$ cat src/rtl/ysyx_24070017_rf_wb_arb_pkg.sv
// Shared configuration for the register-file writeback path: default widths,
// requester indices and the index-width helper used by the arbiter and its top.
package ysyx_24070017_rf_wb_arb_pkg;

    localparam int WORD_LENGTH_DEF = 32;
    localparam int RF_REG_NUM_DEF  = 32;

    localparam int REQ_ALU = 0;
    localparam int REQ_LSU = 1;
    localparam int REQ_CSR = 2;
    localparam int NREQ_DEF = REQ_CSR + 1;

    // Width needed to index n entries; never below 1 so ports stay legal.
    function automatic int addr_width(input int n);
        return (n > 1) ? $clog2(n) : 1;
    endfunction

endpackage

$ cat src/rtl/ysyx_24070017_rr_arb.sv
// Combinational round-robin grant: the first valid requester at or after ptr
// (wrapping modulo NREQ) receives a one-hot grant.
module ysyx_24070017_rr_arb
    import ysyx_24070017_rf_wb_arb_pkg::*;
#(
    parameter int NREQ = NREQ_DEF,
    localparam int PW = addr_width(NREQ)
) (
    input  logic [NREQ-1:0] valid,
    input  logic [PW-1:0]   ptr,
    output logic [NREQ-1:0] grant
);

    // Walk offsets from farthest to nearest so the nearest valid one wins.
    always_comb begin
        logic [PW:0]   sum;
        logic [PW-1:0] idx;
        grant = '0;
        sum   = '0;
        idx   = '0;
        for (int off = NREQ - 1; off >= 0; off--) begin
            sum = {1'b0, ptr} + (PW + 1)'(off);
            if (sum >= (PW + 1)'(NREQ)) begin
                sum = sum - (PW + 1)'(NREQ);
            end
            idx = sum[PW-1:0];
            if (valid[idx]) begin
                grant      = '0;
                grant[idx] = 1'b1;
            end
        end
    end

endmodule

$ cat src/rtl/ysyx_24070017_rf_wb_arb.sv
// Writeback arbiter for the register file: round-robin grant among requesters,
// one registered write per cycle, optional busy scoreboard (YSYX_24070017_RF_SCOREBOARD_EN).
module ysyx_24070017_rf_wb_arb
    import ysyx_24070017_rf_wb_arb_pkg::*;
#(
    parameter int WORD_LENGTH = WORD_LENGTH_DEF,
    parameter int RF_REG_NUM  = RF_REG_NUM_DEF,
    parameter int NREQ        = NREQ_DEF,
    localparam int AW = addr_width(RF_REG_NUM)
) (
    input  logic                              clk,
    input  logic                              rst,
    input  logic [NREQ-1:0]                   req_valid,
    output logic [NREQ-1:0]                   req_ready,
    input  logic [NREQ*AW-1:0]                req_addr,
    input  logic [NREQ*WORD_LENGTH-1:0]       req_data,
    input  logic                              rsv_valid,
    input  logic [AW-1:0]                     rsv_addr,
    input  logic [2*AW-1:0]                   rd_addr,
    output logic [1:0]                        rd_busy,
    output logic [RF_REG_NUM-1:0]             rf_we,
    output logic [RF_REG_NUM*WORD_LENGTH-1:0] rf_wdata,
    output logic [RF_REG_NUM-1:0]             rf_rst
);

    localparam int PW = addr_width(NREQ);

    logic [PW-1:0]          rr_ptr_reg, rr_ptr_next;
    logic [NREQ-1:0]        grant;
    logic                   xfer;
    logic [PW-1:0]          win_idx;
    logic [AW-1:0]          win_addr;
    logic [WORD_LENGTH-1:0] win_data;
    logic [RF_REG_NUM-1:0]  we_reg;
    logic [WORD_LENGTH-1:0] wdata_reg;

    ysyx_24070017_rr_arb #(.NREQ(NREQ)) u_rr_arb (
        .valid (req_valid),
        .ptr   (rr_ptr_reg),
        .grant (grant)
    );

    // Nothing is accepted while reset is held, so in-flight requests are dropped.
    assign req_ready = rst ? '0 : grant;
    assign xfer      = |req_ready;

    always_comb begin
        win_idx  = '0;
        win_addr = '0;
        win_data = '0;
        for (int i = 0; i < NREQ; i++) begin
            if (req_ready[i]) begin
                win_idx  = PW'(i);
                win_addr = req_addr[i*AW +: AW];
                win_data = req_data[i*WORD_LENGTH +: WORD_LENGTH];
            end
        end
    end

    always_comb begin
        rr_ptr_next = rr_ptr_reg;
        if (xfer) begin
            rr_ptr_next = (win_idx == PW'(NREQ - 1)) ? '0 : win_idx + PW'(1);
        end
    end

    always_ff @(posedge clk) begin
        if (rst) begin
            rr_ptr_reg <= '0;
            we_reg     <= '0;
            wdata_reg  <= '0;
        end else begin
            rr_ptr_reg <= rr_ptr_next;
            we_reg     <= '0;
            if (xfer) begin
                wdata_reg <= win_data;
                // x0 is hardwired: the write is accepted but never enabled.
                if (win_addr != '0) begin
                    we_reg[win_addr] <= 1'b1;
                end
            end
        end
    end

    assign rf_we  = we_reg;
    assign rf_rst = {RF_REG_NUM{rst}};

    generate
        for (genvar gi = 0; gi < RF_REG_NUM; gi++) begin : g_wdata
            assign rf_wdata[gi*WORD_LENGTH +: WORD_LENGTH] = wdata_reg;
        end
    endgenerate

`ifdef YSYX_24070017_RF_SCOREBOARD_EN
    logic [RF_REG_NUM-1:0] busy_reg, busy_next;

    // Reserve is applied after the clear so a same-edge reserve keeps the bit set.
    always_comb begin
        busy_next = busy_reg;
        if (xfer) begin
            busy_next[win_addr] = 1'b0;
        end
        if (rsv_valid) begin
            busy_next[rsv_addr] = 1'b1;
        end
        busy_next[0] = 1'b0;
    end

    always_ff @(posedge clk) begin
        if (rst) begin
            busy_reg <= '0;
        end else begin
            busy_reg <= busy_next;
        end
    end

    generate
        for (genvar gi = 0; gi < 2; gi++) begin : g_rd_busy
            assign rd_busy[gi] = busy_reg[rd_addr[gi*AW +: AW]];
        end
    endgenerate
`else
    logic unused_inputs;
    assign unused_inputs = ^{rsv_valid, rsv_addr, rd_addr};
    assign rd_busy       = '0;
`endif

endmodule

$ cat config.mk
export PLATFORM = sky130hd
export DESIGN_NAME = ysyx_24070017_rf_wb_arb
export DESIGN_NICKNAME = d
export VERILOG_FILES = /design/src/rtl/ysyx_24070017_rf_wb_arb_pkg.sv /design/src/rtl/ysyx_24070017_rr_arb.sv /design/src/rtl/ysyx_24070017_rf_wb_arb.sv
export SDC_FILE = /design/constraint.sdc
export NUM_CORES = 1
export LEC_CHECK = 0
export BUFFER_PORTS_ARGS = -buffer_cell sky130_fd_sc_hd__clkbuf_2
export CAP_MARGIN = 20
export CORE_AREA = 3 3 472 474
export CTS_CLUSTER_SIZE = 24
export DETAILED_ROUTE_END_ITERATION = 6
export DIE_AREA = 0 0 475 477
export GPL_ROUTABILITY_DRIVEN = 0
export PLACE_DENSITY = 0.3
export SYNTH_ARGS = -nofsm -noshare
export SYNTH_HDL_FRONTEND = slang
export SYNTH_SLANG_ARGS = --single-unit
$ cat constraint.sdc
create_clock -name clk -period 4.84 [get_ports clk]
set_clock_uncertainty 0.1 [all_clocks]
set_input_delay 0.968 -clock clk [delete_from_list [all_inputs] [get_ports clk]]
set_output_delay 0.968 -clock clk [all_outputs]
set_load 0.02 [all_outputs]
==> results.ini, run 1 <==
[outcome]
status=complete, no violations

[timing]
fin_crit_sh_pct=78.78
drv_slew=0
min_period_ps=3813
max_freq_mhz=262.3
tightest_slew_ps=1075
slew_headroom_pct=28.31
hold_viol=0
grt_setup_unrepaired=no
setup_tns_ps=0
setup_viol=0

[placement]
port-buffer-count=1206
place_hpwl_um=42690

[grt]
grt_max_degree=34
grt_use_met3_pct=0.6584
grt_overflow=0
grt_use_met1_pct=4.410
grt_pass1_wl_um=61270
grt.busiest_layer=met2
antenna_found_initial=15
grt_pass1_vias=6274
grt_use_total_pct=4.097
grt_use_met2_pct=7.995

[critical_path]
path_cells=inv_1 -> ha_1 -> mux2_4 -> nor4b_2 -> a211oi_1 -> or3_4 -> inv_2 -> clkbuf_2
worstSetupStartpointType=flip-flop
cp.arrival_ps=2740
path_class=reg2out
cpPeakStageDelay_ps=550
cp-end-kind=output pin
crit_fanout=22
crit_slowest_cell=or3_4
critPathRequiredTime_ps=3770

[clock_tree]
max-clock-path-buffers=2
cts_tree=built
cts.reportedPaths.clkPinSlew_ps=70
clock_latency_ps=400
postCtsHoldBufs=0
cts_sinks=66
htreeDepth=3
cts_resized=0
cts-buffers-inserted=9
cts_setup_buffers=0
root_buffer=clkbuf_16

[yosys]
synth_area_per_cell_sq_um=7.793
synth_edf_count=0
yosysSeqAreaShare_pct=12.60
postSynthCellCount=1346
ys.flop_type=dfxtp_1
yosysWarnings=0
synth_seq_cells=66
async_reset_ff_share_pct=0
syn_area_sq_mm=0.01049
netlist-cell-type-count=40

[detailed_routing]
drt_pass1_iterations=4
drt_iter0_markers=323
vias=8148
wire_per_inst_um=11.43
drc_errors=0
viasPerCell=1.833
wirelength_um=50820
ant_nets=0

[final_layout]
finalNetCount=1695
mostFrequentLayoutCells=1206 x clkbuf_2, 66 x nand2_1, 51 x dfxtp_1
syn2layout_area_growth_pct=24.61
final_common_cell=clkbuf_2
drive_above_1_share_pct=82.48

[floorplanning]
die-area_sq_mm=0.2266
std_cell_rows=172
io-pin-count=1225
core_area_sq_mm=0.2193
dieHeight_um=477
fp.dieW_um=475
initial_core_util_pct=4.783

[min_path]
min-delay-path-class=reg2reg

[flow_run]
drv_cap=0

==> metal layers <==
layer	up-vias	wire length (um)
li1	3630	-
met1	3744	18730
met2	753	27500
met3	19	3783
met4	2	795
met5	-	13
==> critical path, delay by kind of cell (launching register included) <==
| family | cells | cell delay [ps] |
|---|---|---|
| DFF | 1 | 340 |
| AOI/OAI and AO/OA | 1 | 70 |
| adders and majority gates | 1 | 310 |
| muxes | 1 | 340 |
| buffers and inverters | 3 | 510 |
| and+or+nand+nor | 2 | 760 |
==> stage by stage <==
step                      area [sq um]  cells  setup slack, ps  util [%]  hold WS [ps]
final                            13070   4445             1027     5.960         459.8
after global routing             13050   4436            764.1     5.950         488.7
after CTS                        13000   4433            897.6     5.929         468.1
after detailed placement         12670   4417            842.3     5.779         451.2
after global placement           12670   4417            834.4     5.779         452.6
after floorplan                  10500   1348             1413         -         415.1
==> final cells by class <==
type	instances	area, sq um
Fill cell	25860	206200
Sequential cell	66	1340
Tap cell	2871	3592
Inverter	8	30.03
Antenna cell	10	25.02
Clock inverter	6	90.09
Clock buffer	10	239.0
Timing Repair Buffer	1247	6409
Multi-Input combinational cell	227	1345
==> synth_stat cells, types with 2 or more instances <==
library cell | number | area, sq um
nor2b_1 | 2 | 12.51
a221o_1 | 32 | 320.3
inv_2 | 2 | 7.510
nand2_1 | 67 | 251.5
nand3_1 | 14 | 70.07
nand3b_1 | 2 | 15.01
nor2_1 | 33 | 123.9
buf_4 | 1027 | 7710
ha_1 | 4 | 50.05
o21ai_0 | 2 | 10.01
o2bb2ai_1 | 2 | 17.52
nand2b_1 | 4 | 25.02
clkbuf_1 | 7 | 26.28
inv_1 | 6 | 22.52
a21oi_2 | 2 | 17.52
a21oi_1 | 36 | 180.2
nor3_1 | 2 | 10.01
a2bb2oi_1 | 4 | 35.03
dfxtp_1 | 66 | 1321
buf_2 | 12 | 60.06
==> cells by family after synthesis <==
logic type / after synthesis / synth area share, %
other: 1 / 0.03575
DFF: 66 / 12.60
AOI/OAI and AO/OA: 86 / 6.418
muxes: 3 / 0.3459
and+or+nand+nor: 131 / 5.404
adders and majority gates: 4 / 0.4772
buffers and inverters: 1055 / 74.72
==> path summary, 6_finish.rpt <==
check,start,endpoint,slack [ps],cells past startpoint
max,rr_ptr_reg[1],req_ready[1],1030,8
min,rr_ptr_reg[1],rr_ptr_reg[1],460,2
max reg2reg,rr_ptr_reg[1],rf_we[3],1160,12
min reg2reg,rr_ptr_reg[1],rr_ptr_reg[1],460,2
Power of run 1 is not shown: default switching activity piles up to over one toggle a cycle in this logic, so the estimate is an artifact.
==> run 2, diff against run 1 <==
Settings changed: ABC_AREA from default to 1, CORE_AREA 3 3 472 474 to 3 3 483 485, DIE_AREA 0 0 475 477 to 0 0 486 488.
Clock period 4.84 ns to 3.65 ns, I/O delays scaled along.
==> run 2 against run 1 <==
Worst setup slack got worse by 540 ps. Sequential cell count unchanged. Sequential share of layout area decreased by 0.36 points. Register-to-register slack got worse by 360 ps. Hold slack got worse by 5.9 ps. Critical path type unchanged.
==> results.ini, run 2 <==
[yosys]
syn_area_sq_mm=0.01103  ; was 0.01049 sq mm
ys.flop_type=dfxtp_1  ; unchanged
synth_top_area_share_pct=69.93  ; was 73.51%
async_reset_ff_share_pct=0  ; unchanged
yosysTopAreaCell=buf_4  ; unchanged
synth_commonest_cells=1027 x buf_4, 117 x nand2_1, 66 x dfxtp_1  ; was 1027 x buf_4, 67 x nand2_1, 66 x dfxtp_1
synth_edf_count=0  ; unchanged
yosysMostFrequentCell=buf_4  ; unchanged
yosysWarnings=0  ; unchanged
synth_area_per_cell_sq_um=7.435  ; was 7.793 sq um
synth_seq_cells=66  ; unchanged
synth_area_leaders=buf_4 70%, dfxtp_1 12%, nand2_1 4.0%, o21ai_0 2.7%, a21oi_1 1.6%  ; was buf_4 74%, dfxtp_1 13%, a221o_1 3.1%, nand2_1 2.4%, a21oi_1 1.7%
postSynthCellCount=1483  ; was 1346
yosysSeqAreaShare_pct=11.98  ; was 12.60%
netlist-cell-type-count=31  ; was 40

[power]
p_int_uw=4433
total_power_uw=14040
power.leakage_uw=0.007084
p_switching_uw=9602
cellPowerDensity_mw_per_mm2=1033
peakVddDrop_v=0.0004451
clkPwrFrac_pct=7.4
pwr-share-comb_pct=78.6
p_sw_share_pct=68.41
p_seq_share_pct=13.9

[floorplanning]
die-area_sq_mm=0.2372  ; was 0.2266 sq mm
initial_core_util_pct=4.800  ; was 4.783%
core_area_sq_mm=0.2297  ; was 0.2193 sq mm
std_cell_rows=176  ; was 172
fp.dieW_um=486  ; was 475 um
dieHeight_um=488  ; was 477 um
io-pin-count=1225  ; unchanged

[detailed_routing]
wire_per_inst_um=10.67  ; was 11.43 um
drc_errors=0  ; unchanged
vias=8692  ; was 8148
drt_pass1_iterations=5  ; was 4
ant_nets=0  ; unchanged
viasPerCell=1.841  ; was 1.833
drt_iter0_markers=290  ; was 323
wirelength_um=50360  ; was 50820 um

[grt]
grt_overflow=0  ; unchanged
grt_use_total_pct=3.823  ; was 4.097%
grt_pass1_wl_um=59930  ; was 61270 um
grt_max_degree=34  ; unchanged
antenna_found_initial=20  ; was 15
grt_pass1_vias=6478  ; was 6274

[clock_tree]
postCtsHoldBufs=0  ; unchanged
max-clock-path-buffers=2  ; unchanged
cts-buffers-inserted=9  ; unchanged
clock_latency_ps=440  ; was 400 ps
cts_sinks=66  ; unchanged
cts_resized=0  ; unchanged
cts_setup_buffers=0  ; unchanged
root_buffer=clkbuf_16  ; unchanged
htreeDepth=3  ; unchanged
cts.reportedPaths.clkPinSlew_ps=70  ; about the same
cts_tree=built  ; unchanged

[critical_path]
critPathRequiredTime_ps=2820  ; was 3770 ps
path_class=reg2out  ; unchanged
crit_fanout=22  ; unchanged
r2r_cells=15  ; was 12
cp.arrival_ps=2330  ; was 2740 ps
cp-end-kind=output pin  ; unchanged
worstSetupStartpointType=flip-flop  ; unchanged

[timing]
min_period_ps=3164
slew_headroom_pct=21.99  ; was 28.31%
tightest_slew_ps=1170  ; was 1075 ps
max_freq_mhz=316.1
hold_viol=0  ; unchanged
grt_setup_unrepaired=no  ; unchanged
setup_tns_ps=0  ; unchanged
fin_crit_sh_pct=86.68
setup_viol=0  ; unchanged
drv_slew=0  ; unchanged

[final_layout]
syn2layout_area_growth_pct=23.29  ; was 24.61%
finalNetCount=1817  ; was 1695
mostFrequentLayoutCells=1206 x clkbuf_2, 117 x nand2_1, 59 x o21ai_0  ; was 1206 x clkbuf_2, 66 x nand2_1, 51 x dfxtp_1
final_common_cell=clkbuf_2  ; unchanged
drive_above_1_share_pct=78.65  ; was 82.48%
fillCellCount=27220  ; was 25860

[outcome]
status=complete, no violations  ; unchanged

[min_path]
min-delay-path-class=reg2reg  ; unchanged
holdPathStages=2  ; unchanged

[flow_run]
drv_cap=0  ; unchanged

[placement]
place_hpwl_um=41750  ; was 42690 um
port-buffer-count=1206  ; unchanged

-- run 2: critical path, stage by stage (launching register included) --
cell,delay [ps]
dfxtp_1,360
inv_1,100
ha_1,400
inv_2,140
nand3_1,70
nand2_1,70
nand2_1,60
nand2_2,80
nand2_4,100
inv_4,300
clkbuf_2,240
-- run 2: power groups by stage --
stage,logic (uW),registers (uW),clock network (uW)
final,11000,1960,1040
after global routing,11700,2040,1160
after CTS,11200,2010,1170
after detailed placement,11200,2020,0
after global placement,11300,1990,0
after floorplan,11100,1880,0
-- run 2: path summary, 6_finish.rpt --
| path | start | to | slack [ps] |
|---|---|---|---|
| worst max-delay path | rr_ptr_reg[0] | req_ready[2] | 490 |
| worst min-delay path | wdata_reg[3] | wdata_reg[3] | 450 |
| worst max register to register | rr_ptr_reg[0] | wdata_reg[28] | 800 |
| worst min register to register | wdata_reg[3] | wdata_reg[3] | 450 |
-- run 2: layout make-up --
cell class | count | area (sq um) | area share [%]
timing repair buffer | 1230 | 6241 | 45.91
tap | 3026 | 3786 | 27.85
multi-input combinational | 321 | 1693 | 12.45
sequential | 66 | 1345 | 9.895
clock buffer | 9 | 225.2 | 1.657
inverter | 53 | 203.9 | 1.500
clock inverter | 7 | 76.32 | 0.5615
antenna | 9 | 22.52 | 0.1657
-- run 2: stage by stage --
step | instances | util, % | hold slack, ps | setup WS (ps) | instance area [sq um]
global placement | 4696 | 5.777 | 427.4 | 406.9 | 13270
global route | 4714 | 5.911 | 456.2 | 249.8 | 13580
detailed placement | 4696 | 5.777 | 430.5 | 370.0 | 13270
floorplan | 1485 | - | 404.1 | 1151 | 11030
finish | 4721 | 5.918 | 453.9 | 486.1 | 13590
CTS | 4712 | 5.908 | 389.6 | 390.7 | 13570
-- run 2: kinds of logic after synthesis --
family          Yosys count  share of synthesized area (%)
simple gates            211                          9.918
compound gates          103                          4.880
other cells               1                        0.03401
flops                    66                          11.98
buf+inv                1098                          72.73
fa+ha+maj                 4                         0.4539
-- run 2: metal layers --
layer	GRT usage [%]	vias to the layer above	wire (um)
li1	-	3904	-
met1	4.376	3947	19960
met2	7.187	811	26050
met3	0.5600	30	3411
met4	1.265	0	933
met5	0	-	0
Power figures use the tool's default switching activity.
==> run 3, diff against run 2 <==
Settings changed: PLACE_DENSITY 0.3 to default, PLACE_DENSITY_LB_ADDON from default to 0.15.
==> run 3 against run 2 <==
Global-route usage increased by 0.094 points. Utilization about the same. Final cell count increased by 0.28%. Register-to-register slack got worse by 20 ps. Worst setup slack got worse by 140 ps. Maximum frequency decreased by 4.4%. Clock power about the same. Critical path depth increased by 1. Die area unchanged. Total power decreased by 0.73%. Largest cell class unchanged.
==> results.ini, run 3 (synthesis results as in run 2) <==
[outcome]
status=complete, no violations  ; unchanged

[critical_path]
cp-end-kind=output pin  ; unchanged
worstSetupStartpointType=flip-flop  ; unchanged
cp.arrival_ps=2480  ; was 2330 ps
crit_fanout=19  ; was 22
path_class=reg2out  ; unchanged
critPathRequiredTime_ps=2820  ; about the same

[final_layout]
mostFrequentLayoutCells=1206 x clkbuf_2, 117 x nand2_1, 59 x o21ai_0  ; unchanged
instances_no_fill=4734  ; was 4721
finalNetCount=1828  ; was 1817
drive_above_1_share_pct=78.31  ; was 78.65%
syn2layout_area_growth_pct=23.90  ; was 23.29%
post-route-util_pct=5.948  ; was 5.918%
fillCellCount=27230  ; was 27220
final_common_cell=clkbuf_2  ; unchanged

[timing]
max_freq_mhz=302.3  ; was 316.1 MHz
min_period_ps=3308  ; was 3164 ps
grt_setup_unrepaired=no  ; unchanged
holdWs_ps=450.6  ; was 453.9 ps
hold_viol=0  ; unchanged
fin_crit_sh_pct=90.64  ; was 86.68%
tightest_slew_ps=1094  ; was 1170 ps
setup_tns_ps=0  ; unchanged
drv_slew=0  ; unchanged
slew_headroom_pct=27.04  ; was 21.99%
setup_viol=0  ; unchanged

[power]
power.leakage_uw=0.007129  ; was 0.007084 uW
p_int_uw=4441  ; was 4433 uW
p_switching_uw=9491  ; was 9602 uW
p_sw_share_pct=68.12  ; was 68.41%
total_power_uw=13930  ; was 14040 uW
peakVddDrop_v=0.0002228  ; was 0.0004451 V
pwr-share-comb_pct=82.5  ; was 78.6%
cellPowerDensity_mw_per_mm2=1020  ; was 1033 mW/mm^2
clkPwrFrac_pct=7.3  ; was 7.4%
p_seq_share_pct=10.3  ; was 13.9%

[clock_tree]
cts-buffers-inserted=9  ; unchanged
postCtsHoldBufs=0  ; unchanged
cts_sinks=66  ; unchanged
htreeDepth=3  ; unchanged
cts_setup_buffers=0  ; unchanged
max-clock-path-buffers=2  ; unchanged
cts_tree=built  ; unchanged
cts.reportedPaths.clkPinSlew_ps=80  ; was 70 ps
root_buffer=clkbuf_16  ; unchanged
clock_latency_ps=400  ; was 440 ps

[detailed_routing]
drc_errors=0  ; unchanged
vias=8484  ; was 8692
wirelength_um=51240  ; was 50360 um
drt_iter0_markers=242  ; was 290
wire_per_inst_um=10.82  ; was 10.67 um
drt_pass1_iterations=4  ; was 5
viasPerCell=1.792  ; was 1.841
ant_nets=0  ; unchanged

[grt]
antenna_found_initial=14  ; was 20
grt_use_total_pct=3.917  ; was 3.823%
grt_pass1_wl_um=61800  ; was 59930 um
grt_overflow=0  ; unchanged
grt_pass1_vias=6782  ; was 6478
grt_max_degree=34  ; unchanged

[floorplanning]
initial_core_util_pct=4.800  ; unchanged
dieHeight_um=488  ; unchanged
die-area_sq_mm=0.2372  ; unchanged
fp.dieW_um=486  ; unchanged
core_area_sq_mm=0.2297  ; unchanged
io-pin-count=1225  ; unchanged
std_cell_rows=176  ; unchanged

[flow_run]
drv_cap=0  ; unchanged

[min_path]
min-delay-path-class=reg2reg  ; unchanged

[placement]
dp_cells=4706  ; was 4696
place_hpwl_um=43520  ; was 41750 um
port-buffer-count=1206  ; unchanged

## run 3: cell count changes in the layout (fill, tap and decap cells not counted)
cell and delta:
buf_12 -1, inv_4 -1, inv_6 +1, dfxtp_1 +8, buf_4 +12, dfxtp_2 -8, diode_2 +2
## run 3: layout make-up
| class | count | area (sq um) | area share [%] |
|---|---|---|---|
| flip-flops and latches | 66 | 1335 | 9.773 |
| diodes | 11 | 27.53 | 0.2015 |
| inverters | 53 | 206.4 | 1.511 |
| clock inverters | 7 | 76.32 | 0.5587 |
| clock buffers | 9 | 225.2 | 1.649 |
| well taps | 3026 | 3786 | 27.72 |
| multi-input cells | 321 | 1693 | 12.39 |
| repair buffers | 1241 | 6311 | 46.20 |
## run 3: final timing paths
path | from | end | slack [ps] | cells after the start
worst min register to register | wdata_reg[1] | wdata_reg[1] | 450 | 2
worst min-delay path | wdata_reg[1] | wdata_reg[1] | 450 | 2
worst max register to register | rr_ptr_reg[0] | rf_we[21] | 780 | 16
worst max-delay path | rr_ptr_reg[0] | req_ready[2] | 340 | 11
## run 3: through the flow
| step | setup WS, ps | instance area (sq um) |
|---|---|---|
| after floorplan | 1151 | 11030 |
| after global placement | 522.4 | 13310 |
| after detailed placement | 551.6 | 13310 |
| after CTS | 82.04 | 13610 |
| after global routing | 67.98 | 13640 |
| final | 341.7 | 13660 |
## run 3: layer usage
metal | track usage [%] | wire, um
met5 | 0 | 0
met4 | 1.519 | 1037
met3 | 0.7251 | 3476
met2 | 7.346 | 26760
met1 | 4.326 | 19970
## run 3: repair_timing
item                                    CTS  global route
endpoints found under the setup margin    0             1
resized for setup                         0             1
endpoints found under the hold margin     0             0
## run 3: critical path, stage by stage, from the launching register on
cell      delay, ps
dfxtp_1         360
inv_1            90
ha_1            400
inv_2           140
nand3_1          80
nand2_1          70
nand2_1          60
nand2_2          80
nand2_4         100
inv_6           210
buf_4           240
clkbuf_2        210
## run 3: power groups by stage
stage / sequential (uW) / clock, uW / combinational [uW]
2_1_floorplan: 1880 / 0 / 11100
3_3_place_gp: 1520 / 0 / 11900
3_5_place_dp: 1530 / 0 / 11700
4_1_cts: 1520 / 1120 / 11700
5_1_grt: 1490 / 1120 / 12300
6_report: 1430 / 1010 / 11500
